<file path="config.mk">
export PLATFORM = sky130hd
export DESIGN_NAME = sync_fifo_param
export DESIGN_NICKNAME = d
export VERILOG_FILES = /design/src/rtl/sync_fifo_param_pkg.sv /design/src/rtl/sync_fifo_param_dpsram.sv /design/src/rtl/sync_fifo_param.sv
export SDC_FILE = /design/constraint.sdc
export NUM_CORES = 1
export LEC_CHECK = 0
export CORE_ASPECT_RATIO = 0.5
export CORE_UTILIZATION = 40
export DETAILED_ROUTE_END_ITERATION = 8
export PLACE_DENSITY_LB_ADDON = 0.08
export SLEW_MARGIN = 25
export SYNTH_ARGS = -nofsm -noshare
export SYNTH_HDL_FRONTEND = slang
export SYNTH_SLANG_ARGS = --single-unit
</file>
<file path="constraint.sdc">
create_clock -name clk -period 3.2 [get_ports clk]
set_input_delay 0.64 -clock clk [delete_from_list [all_inputs] [get_ports clk]]
set_output_delay 0.64 -clock clk [all_outputs]
set_load 0.02 [all_outputs]
</file>
<file path="src/rtl/sync_fifo_param_pkg.sv">
// Shared configuration for the parametrised FIFO: default geometry and thresholds.
// The macros may be predefined by the build to retarget every instance at once.
`ifndef D_LENGTH
`define D_LENGTH 8
`endif
`ifndef A_LENGTH
`define A_LENGTH 3
`endif
`ifndef CONFIG_DEPTH
`define CONFIG_DEPTH (1 << `A_LENGTH)
`endif
`ifndef AF_THRESH
`define AF_THRESH 6
`endif
`ifndef AE_THRESH
`define AE_THRESH 2
`endif

package sync_fifo_param_pkg;

    localparam int DEF_D_LENGTH  = `D_LENGTH;
    localparam int DEF_A_LENGTH  = `A_LENGTH;
    localparam int DEF_DEPTH     = `CONFIG_DEPTH;
    localparam int DEF_AF_THRESH = `AF_THRESH;
    localparam int DEF_AE_THRESH = `AE_THRESH;

    function automatic int depth_of(input int a_len);
        return 1 << a_len;
    endfunction

endpackage

</file>
<file path="src/rtl/sync_fifo_param_dpsram.sv">
// Dual-port RAM: synchronous write on port A, registered read on port B, one clock.
// Contents are never reset; only the port-B output register clears on rst.
module dpsram_param #(
    parameter int D_LENGTH = 8,
    parameter int A_LENGTH = 3
) (
    input  logic                clk,
    input  logic                rst,
    input  logic                a_en,
    input  logic [A_LENGTH-1:0] a_addr,
    input  logic [D_LENGTH-1:0] a_data,
    input  logic                b_en,
    input  logic [A_LENGTH-1:0] b_addr,
    output logic [D_LENGTH-1:0] b_data
);

    logic [D_LENGTH-1:0] mem [2**A_LENGTH];

    always_ff @(posedge clk) begin
        if (a_en) begin
            mem[a_addr] <= a_data;
        end
    end

    // Output register holds its value between reads.
    always_ff @(posedge clk or posedge rst) begin
        if (rst) begin
            b_data <= '0;
        end else if (b_en) begin
            b_data <= mem[b_addr];
        end
    end

endmodule

</file>
<file path="src/rtl/sync_fifo_param.sv">
// Single-clock FIFO over dpsram_param: pointers, occupancy, threshold flags, sticky errors.
// Read data and rd_valid appear 1 clock after an accepted rd_en; writes when full are dropped.
module sync_fifo_param
    import sync_fifo_param_pkg::*;
#(
    parameter int D_LENGTH  = DEF_D_LENGTH,
    parameter int A_LENGTH  = DEF_A_LENGTH,
    parameter int AF_THRESH = DEF_AF_THRESH,
    parameter int AE_THRESH = DEF_AE_THRESH
) (
    input  logic                clk,
    input  logic                rst,
    input  logic                wr_en,
    input  logic [D_LENGTH-1:0] wr_data,
    input  logic                rd_en,
    input  logic                clr_err,
    output logic [D_LENGTH-1:0] rd_data,
    output logic                rd_valid,
    output logic                full,
    output logic                empty,
    output logic                almost_full,
    output logic                almost_empty,
    output logic [A_LENGTH:0]   count,
    output logic                overflow,
    output logic                underflow
);

    localparam int DEPTH = depth_of(A_LENGTH);
    localparam logic [A_LENGTH:0] DEPTH_W = DEPTH[A_LENGTH:0];
    localparam logic [A_LENGTH:0] AF_W    = AF_THRESH[A_LENGTH:0];
    localparam logic [A_LENGTH:0] AE_W    = AE_THRESH[A_LENGTH:0];

    logic [A_LENGTH:0] wr_ptr;
    logic [A_LENGTH:0] rd_ptr;
    logic              wr_acc;
    logic              rd_acc;

    // Accept decisions use the registered flags, so a full FIFO rejects a
    // write even when a read in the same cycle frees a slot.
    assign wr_acc = wr_en & ~full;
    assign rd_acc = rd_en & ~empty;

    assign full         = (count == DEPTH_W);
    assign empty        = (count == '0);
    assign almost_full  = (count >= AF_W);
    assign almost_empty = (count <= AE_W);

    always_ff @(posedge clk or posedge rst) begin
        if (rst) begin
            wr_ptr   <= '0;
            rd_ptr   <= '0;
            count    <= '0;
            rd_valid <= 1'b0;
        end else begin
            rd_valid <= rd_acc;
            if (wr_acc) begin
                wr_ptr <= wr_ptr + 1'b1;
            end
            if (rd_acc) begin
                rd_ptr <= rd_ptr + 1'b1;
            end
            if (wr_acc && !rd_acc) begin
                count <= count + 1'b1;
            end else if (rd_acc && !wr_acc) begin
                count <= count - 1'b1;
            end
        end
    end

    // A new error event in the same cycle as clr_err keeps the flag set.
    always_ff @(posedge clk or posedge rst) begin
        if (rst) begin
            overflow  <= 1'b0;
            underflow <= 1'b0;
        end else begin
            if (wr_en && full) begin
                overflow <= 1'b1;
            end else if (clr_err) begin
                overflow <= 1'b0;
            end
            if (rd_en && empty) begin
                underflow <= 1'b1;
            end else if (clr_err) begin
                underflow <= 1'b0;
            end
        end
    end

    dpsram_param #(
        .D_LENGTH (D_LENGTH),
        .A_LENGTH (A_LENGTH)
    ) u_ram (
        .clk    (clk),
        .rst    (rst),
        .a_en   (wr_acc),
        .a_addr (wr_ptr[A_LENGTH-1:0]),
        .a_data (wr_data),
        .b_en   (rd_acc),
        .b_addr (rd_ptr[A_LENGTH-1:0]),
        .b_data (rd_data)
    );

endmodule

</file>
Word-level counts from Yosys, hierarchy flattened
Memory sizes are Yosys's and may differ from the RTL's. A register that Yosys moved wholly into a read port is not among the register bits.
Cells that the tools add are included.

word-level totals
  flip-flop bits (word level) = 15
  RAM bits = 64
  input bits = 13
  output and inout bits = 19
  memories kept = 1

cells by class
  add/subtract/negate cells = 4
  order comparisons = 2
  equality and inequality tests = 1
  multiplexer cells = 7
  bitwise gates (word level) = 4
  reduce and logical (&&, ||, !) cells = 10

memories
  name       depth  bits a word  rd ports  clocked after Yosys merged registers in  wr ports  line                          RTL
  u_ram.mem  8      8            1         1                                        1         sync_fifo_param_dpsram.sv:17  logic [D_LENGTH-1:0] mem [2**A_LENGTH];

operators with widths
  kind                                                               count
  adder 4 x 1 -> 4 bit, second input constant                        3
  2-to-1 mux 4 bit                                                   2
  nonzero test 2 bit                                                 3
  2-to-1 mux 1 bit                                                   5
  equality test 4 bit, second input constant                         1
  greater-or-equal comparator 4 x 3 -> 1 bit, second input constant  1
  <= comparator 4 x 2 -> 1 bit, second input constant                1
  logical AND 1 bit                                                  4
  logical NOT 4 bit                                                  1
  subtractor 4 x 1 -> 4 bit, second input constant                   1
  AND 1 bit                                                          2
  logical NOT 1 bit                                                  2
  inverter 1 bit                                                     2

Depth between registers and ports, before layout
  word-level depth = 7
  depth in mapped cells = 10
  mapped depth without buffers = 9

Hierarchy
A second synthesis with hierarchy kept.

unflattened totals
  cells, all modules = 232
  area, all modules = 3597.2 um^2

by module, submodules not included
  module           times used  cells an instance  area an instance (um^2)  sequential area each (um^2)
  dpsram_param     1           170                2865.2                   2122.0
  sync_fifo_param  1           62                 732.0                    325.3

Worst setup path before layout
Ideal clock, no wire load.

  path type = reg-to-reg
  start = reg count[0]
  end = reg count[3]
  setup time = 136 ps
  arrival time = 2643 ps
  data required time = 3064 ps
  setup slack = 421 ps
  stages on the path, launching flop included = 10
  buffers on the path = 1
  path through = dfrtp_1 -> nor4_4 -> nand2b_1 -> buf_2 -> ha_1 -> inv_1 -> ha_1 -> a21o_1 -> a2111oi_0 -> o31ai_1

on the way
  longest elaborated chain between the ends = 6
  elaborated cells between the ends (all ways) = 15
  those cells by class = 2 x add/sub; 1 x eq/ne; 2 x mux; 4 x bitwise; 6 x reduce/logical

RTL lines
  item                                                    line                   RTL
  from (decl)                                             sync_fifo_param.sv:23  output logic [A_LENGTH:0] count,
  from (signal assigned)                                  sync_fifo_param.sv:63  count <= count + 1'b1;
  from (signal assigned)                                  sync_fifo_param.sv:65  count <= count - 1'b1;
  logical NOT 4 bit *                                     sync_fifo_param.sv:44  assign empty = (count == '0);
  named net empty                                         sync_fifo_param.sv:20  output logic empty,
  inverter 1 bit *                                        sync_fifo_param.sv:41  assign rd_acc = rd_en & ~empty;
  AND 1 bit *                                             sync_fifo_param.sv:41
  logical NOT 1 bit                                       sync_fifo_param.sv:62  if (wr_acc && !rd_acc) begin
  logical AND 1 bit                                       sync_fifo_param.sv:62
  2-to-1 mux 4 bit or nonzero test 2 bit (tied branches)  --

Mark *: on every way through the listed nets, which the timed path passes. The rest lies on a longest branch. The select of a mux whose other input is x is not followed.
A chain may end at the register's enable or synchronous reset.

Worst setup path in the final report
  start = in wr_en
  end = reg count[3]

on the way
  longest elaborated chain between the ends = 4
  elaborated cells between the ends (all ways) = 6
  those cells by class = 1 x mux; 1 x bitwise; 4 x reduce/logical

RTL lines
  item                                 line                   RTL
  from (decl)                          sync_fifo_param.sv:13  input logic wr_en,
  AND 1 bit *                          sync_fifo_param.sv:40  assign wr_acc = wr_en & ~full;
  logical NOT 1 bit                    sync_fifo_param.sv:64  end else if (rd_acc && !wr_acc) begin
  logical AND 1 bit                    sync_fifo_param.sv:64
  nonzero test 2 bit (no source line)  --

Mark *: on every way between the ends. The rest lies on a longest branch, timed or not.

==> impl_results.md <==
* CTS clk-pin slew, worst paths at 0.06 ns
* Starting density of the core at 0.427
* Post-synth ARST share at 0.247
* Arrival @ worst endpoint at 2.83 ns
* Worst Setup SP: wr_en
* Netlist Area Pre-Place at between 3000 and 4000 um^2
* Placed cells at 367
* Synth Area per Inst at ~16 um^2
* Syn nets at 242
* Routed WL per cell at 17.5 um
* Sequential fraction of the synthesis area at 0.692
* Clock Tree Buf Depth at 2
* Clk Latency, worst-skew pair at approximately 0.34 ns
* Detail Placement HPWL at 4400 um
* 1st-iter DRT viols at 132
* Layout net count at 285
* Yosys top cell area share at 0.544
* Post-detailed-route count of antenna-violating nets at 0
* R2r setup slk at between 0.5 and 0.6 ns
* CTS-repair resized insts at 0
* Final period utilization at 0.820
* CTS tree: done
* First-pass GRT wire length at between 10,000 and 15,000 um
* Number of port buffers at 31
* All-Layer GR Usage at 0.167
* Placed Instance Area at 3970 um^2
* Setup WS pre-CTS at ~0.25 ns
* Post-synth top cells: edfxtp_1 (64), dfrtp_1 (21), nand2_1 (20)
* Hold path endpoint: u_ram.b_data[4]
* Placer Congestion at 0.732
* Initial antenna violation count at 0
* Max_cap viols at 0
* Hold path depth at 2
* Slew headroom at 0.489
* Finished Layout Cells at 383
* Via density at 5.03
* DR vias at 1,926
* Die X at roughly 130 um
* Post-synth top flop: edfxtp_1
* Final WL at roughly 6700 um
* Remaining global-route overflow at 0
* Worst R2R Path Depth at 8
* Row count at 23
* Vias in the first global route at 1,896
* Ant diodes at 0
* Netlist cell types at 36
* CP startpoint kind: primary input
* Area Overhead vs Synth at 21.5%
* Slew at the pin closest to its max-slew limit at 0.765 ns
* YS warnings at 0
* Largest net degree at the start of global routing at 35
* Leakage at 1.58 nW
* Gate Count Post-Synth at 223
* Post-synth EDFFs at between 60 and 70
* TNS Setup at 0 ns
* R2r endpoint: count[3]
* Worst Hold Launch: u_ram.b_data[4]
* Setup CP Type: in -> reg
* P per Cell Area at 984 nW/um^2
* CTS Sinks at 85
* Fin. Hold Viols at 0
* Final setup skew at approximately 0.0062 ns
* Core area at 8290 um^2
* Fmax at 0.381 GHz
* Chip Height at a little under 70 um
* Tmin final at 2.63 ns
* Post-layout util at 0.518
* H-Tree Depth at 3
* Post-cts hold buffer count at 0
* Post-CTS setup buffers at 0
* CP Max Fanout at 4
* Path category of the worst min-delay check: reg -> reg
* Worst r2r src: count[0]
* Worst setup EP type: flop
* Setup violators final at 0
* Design area at approximately 4300 um^2
* WP data required at 3.40 ns
* Num CTS Buffers at 9
* Clock root buffer: clkbuf_16
* Drt pass-1 iters at 4
* Outcome: completed
* I/O pins at 32
* Post-route DRC at 0
* Unrepaired setup endpoints after global routing: false
* Most common cell in the synthesized netlist: edfxtp_1
* VDD IR-drop max at around 0.43 mV
* #FFs+latches synth at 85
* Setup ws final at 0.575 ns
* Largest cells by area after synthesis: edfxtp_1 (54%), dfrtp_1 (15%), mux2_2 (5.4%), mux2i_1 (4.8%), a221o_1 (2.3%)
* Die area at 9240 um^2
* Final Max Slew Viols at 0
* Layout cells sized above 1 at 0.181
* Synth area leader: edfxtp_1
power breakdown:
part           switching (mW)  internal (mW)
logic                   0.793          0.697
registers               0.186           1.45
clock network           0.417          0.688
worst max-delay path by stage:
stage / depth (start not counted) / end
6_report: 8 / count[3]
5_1_grt: 8 / count[3]
4_1_cts: 8 / count[3]
3_5_place_dp: 8 / count[3]
3_3_place_gp: 8 / count[3]
2_1_floorplan: 9 / count[3]
final cells by class:
type	instances	area, um^2
timing repair buffer	42	393
tap	112	140
inverter	5	18.8
clock inverter	7	97.6
sequential	85	2450
fill	710	3990
multi-input combinational	123	973
clock buffer	9	225
cell usage in the layout (no fill, tap or decap), types with 7 or more instances in the layout:
master           netlist  final
buf_4                  0     11
mux2i_1               17     17
o21ai_1                7      7
clkdlybuf4s50_1        0     31
edfxtp_1              64     64
a221o_1                8      8
nor2_1                 7      7
nand2_1               20     20
clkbuf_16              0      9
o22ai_1                8      8
mux2_2                17     17
dfrtp_1               21     21
critical path, cell delays in order:
cell and delay, ns:
clkdlybuf4s50_1 0.48, nor2b_1 0.24, ha_1 0.26, inv_1 0.12, ha_1 0.30, a21o_1 0.21
a2111oi_0 0.45, o31ai_1 0.14
routing by layer:
metal / global-route usage / up-vias / part of all wire / wire (um)
met4: 0.0548 / 0 / 0.0098 / 66
li1: - / 923 / - / -
met5: 0 / - / 0 / 0
met1: 0.223 / 940 / 0.50 / 3350
met2: 0.258 / 53 / 0.44 / 2960
met3: 0.0556 / 10 / 0.051 / 342
sequential cells by signal (all words and copies together), names as in the netlist:
name	cells
rd_valid	1
rd_ptr	3
wr_ptr	3
u_ram.b_data	8
count	4
underflow	1
u_ram.mem	64
overflow	1
per-stage QoR:
| stage | hold WS (ns) | total power, mW |
|---|---|---|
| 6_report | 0.479 | 4.23 |
| 5_1_grt | 0.524 | 4.48 |
| 4_1_cts | 0.487 | 4.28 |
| 3_5_place_dp | 0.474 | 3.17 |
| 3_3_place_gp | 0.464 | 3.12 |
| 2_1_floorplan | 0.480 | 2.67 |
logic make-up after synthesis:
kind of cell | Yosys count | synth area share
adder cells (fa/ha/maj) | 6 | 0.0234
AO/OA/AOI/OAI | 33 | 0.0658
XOR/XNOR | 6 | 0.0149
flip-flops | 85 | 0.692
buffers and inverters | 15 | 0.0325
multiplexers | 35 | 0.107
AND/OR/NAND/NOR | 43 | 0.0648
(Power assumes the default switching activity.)
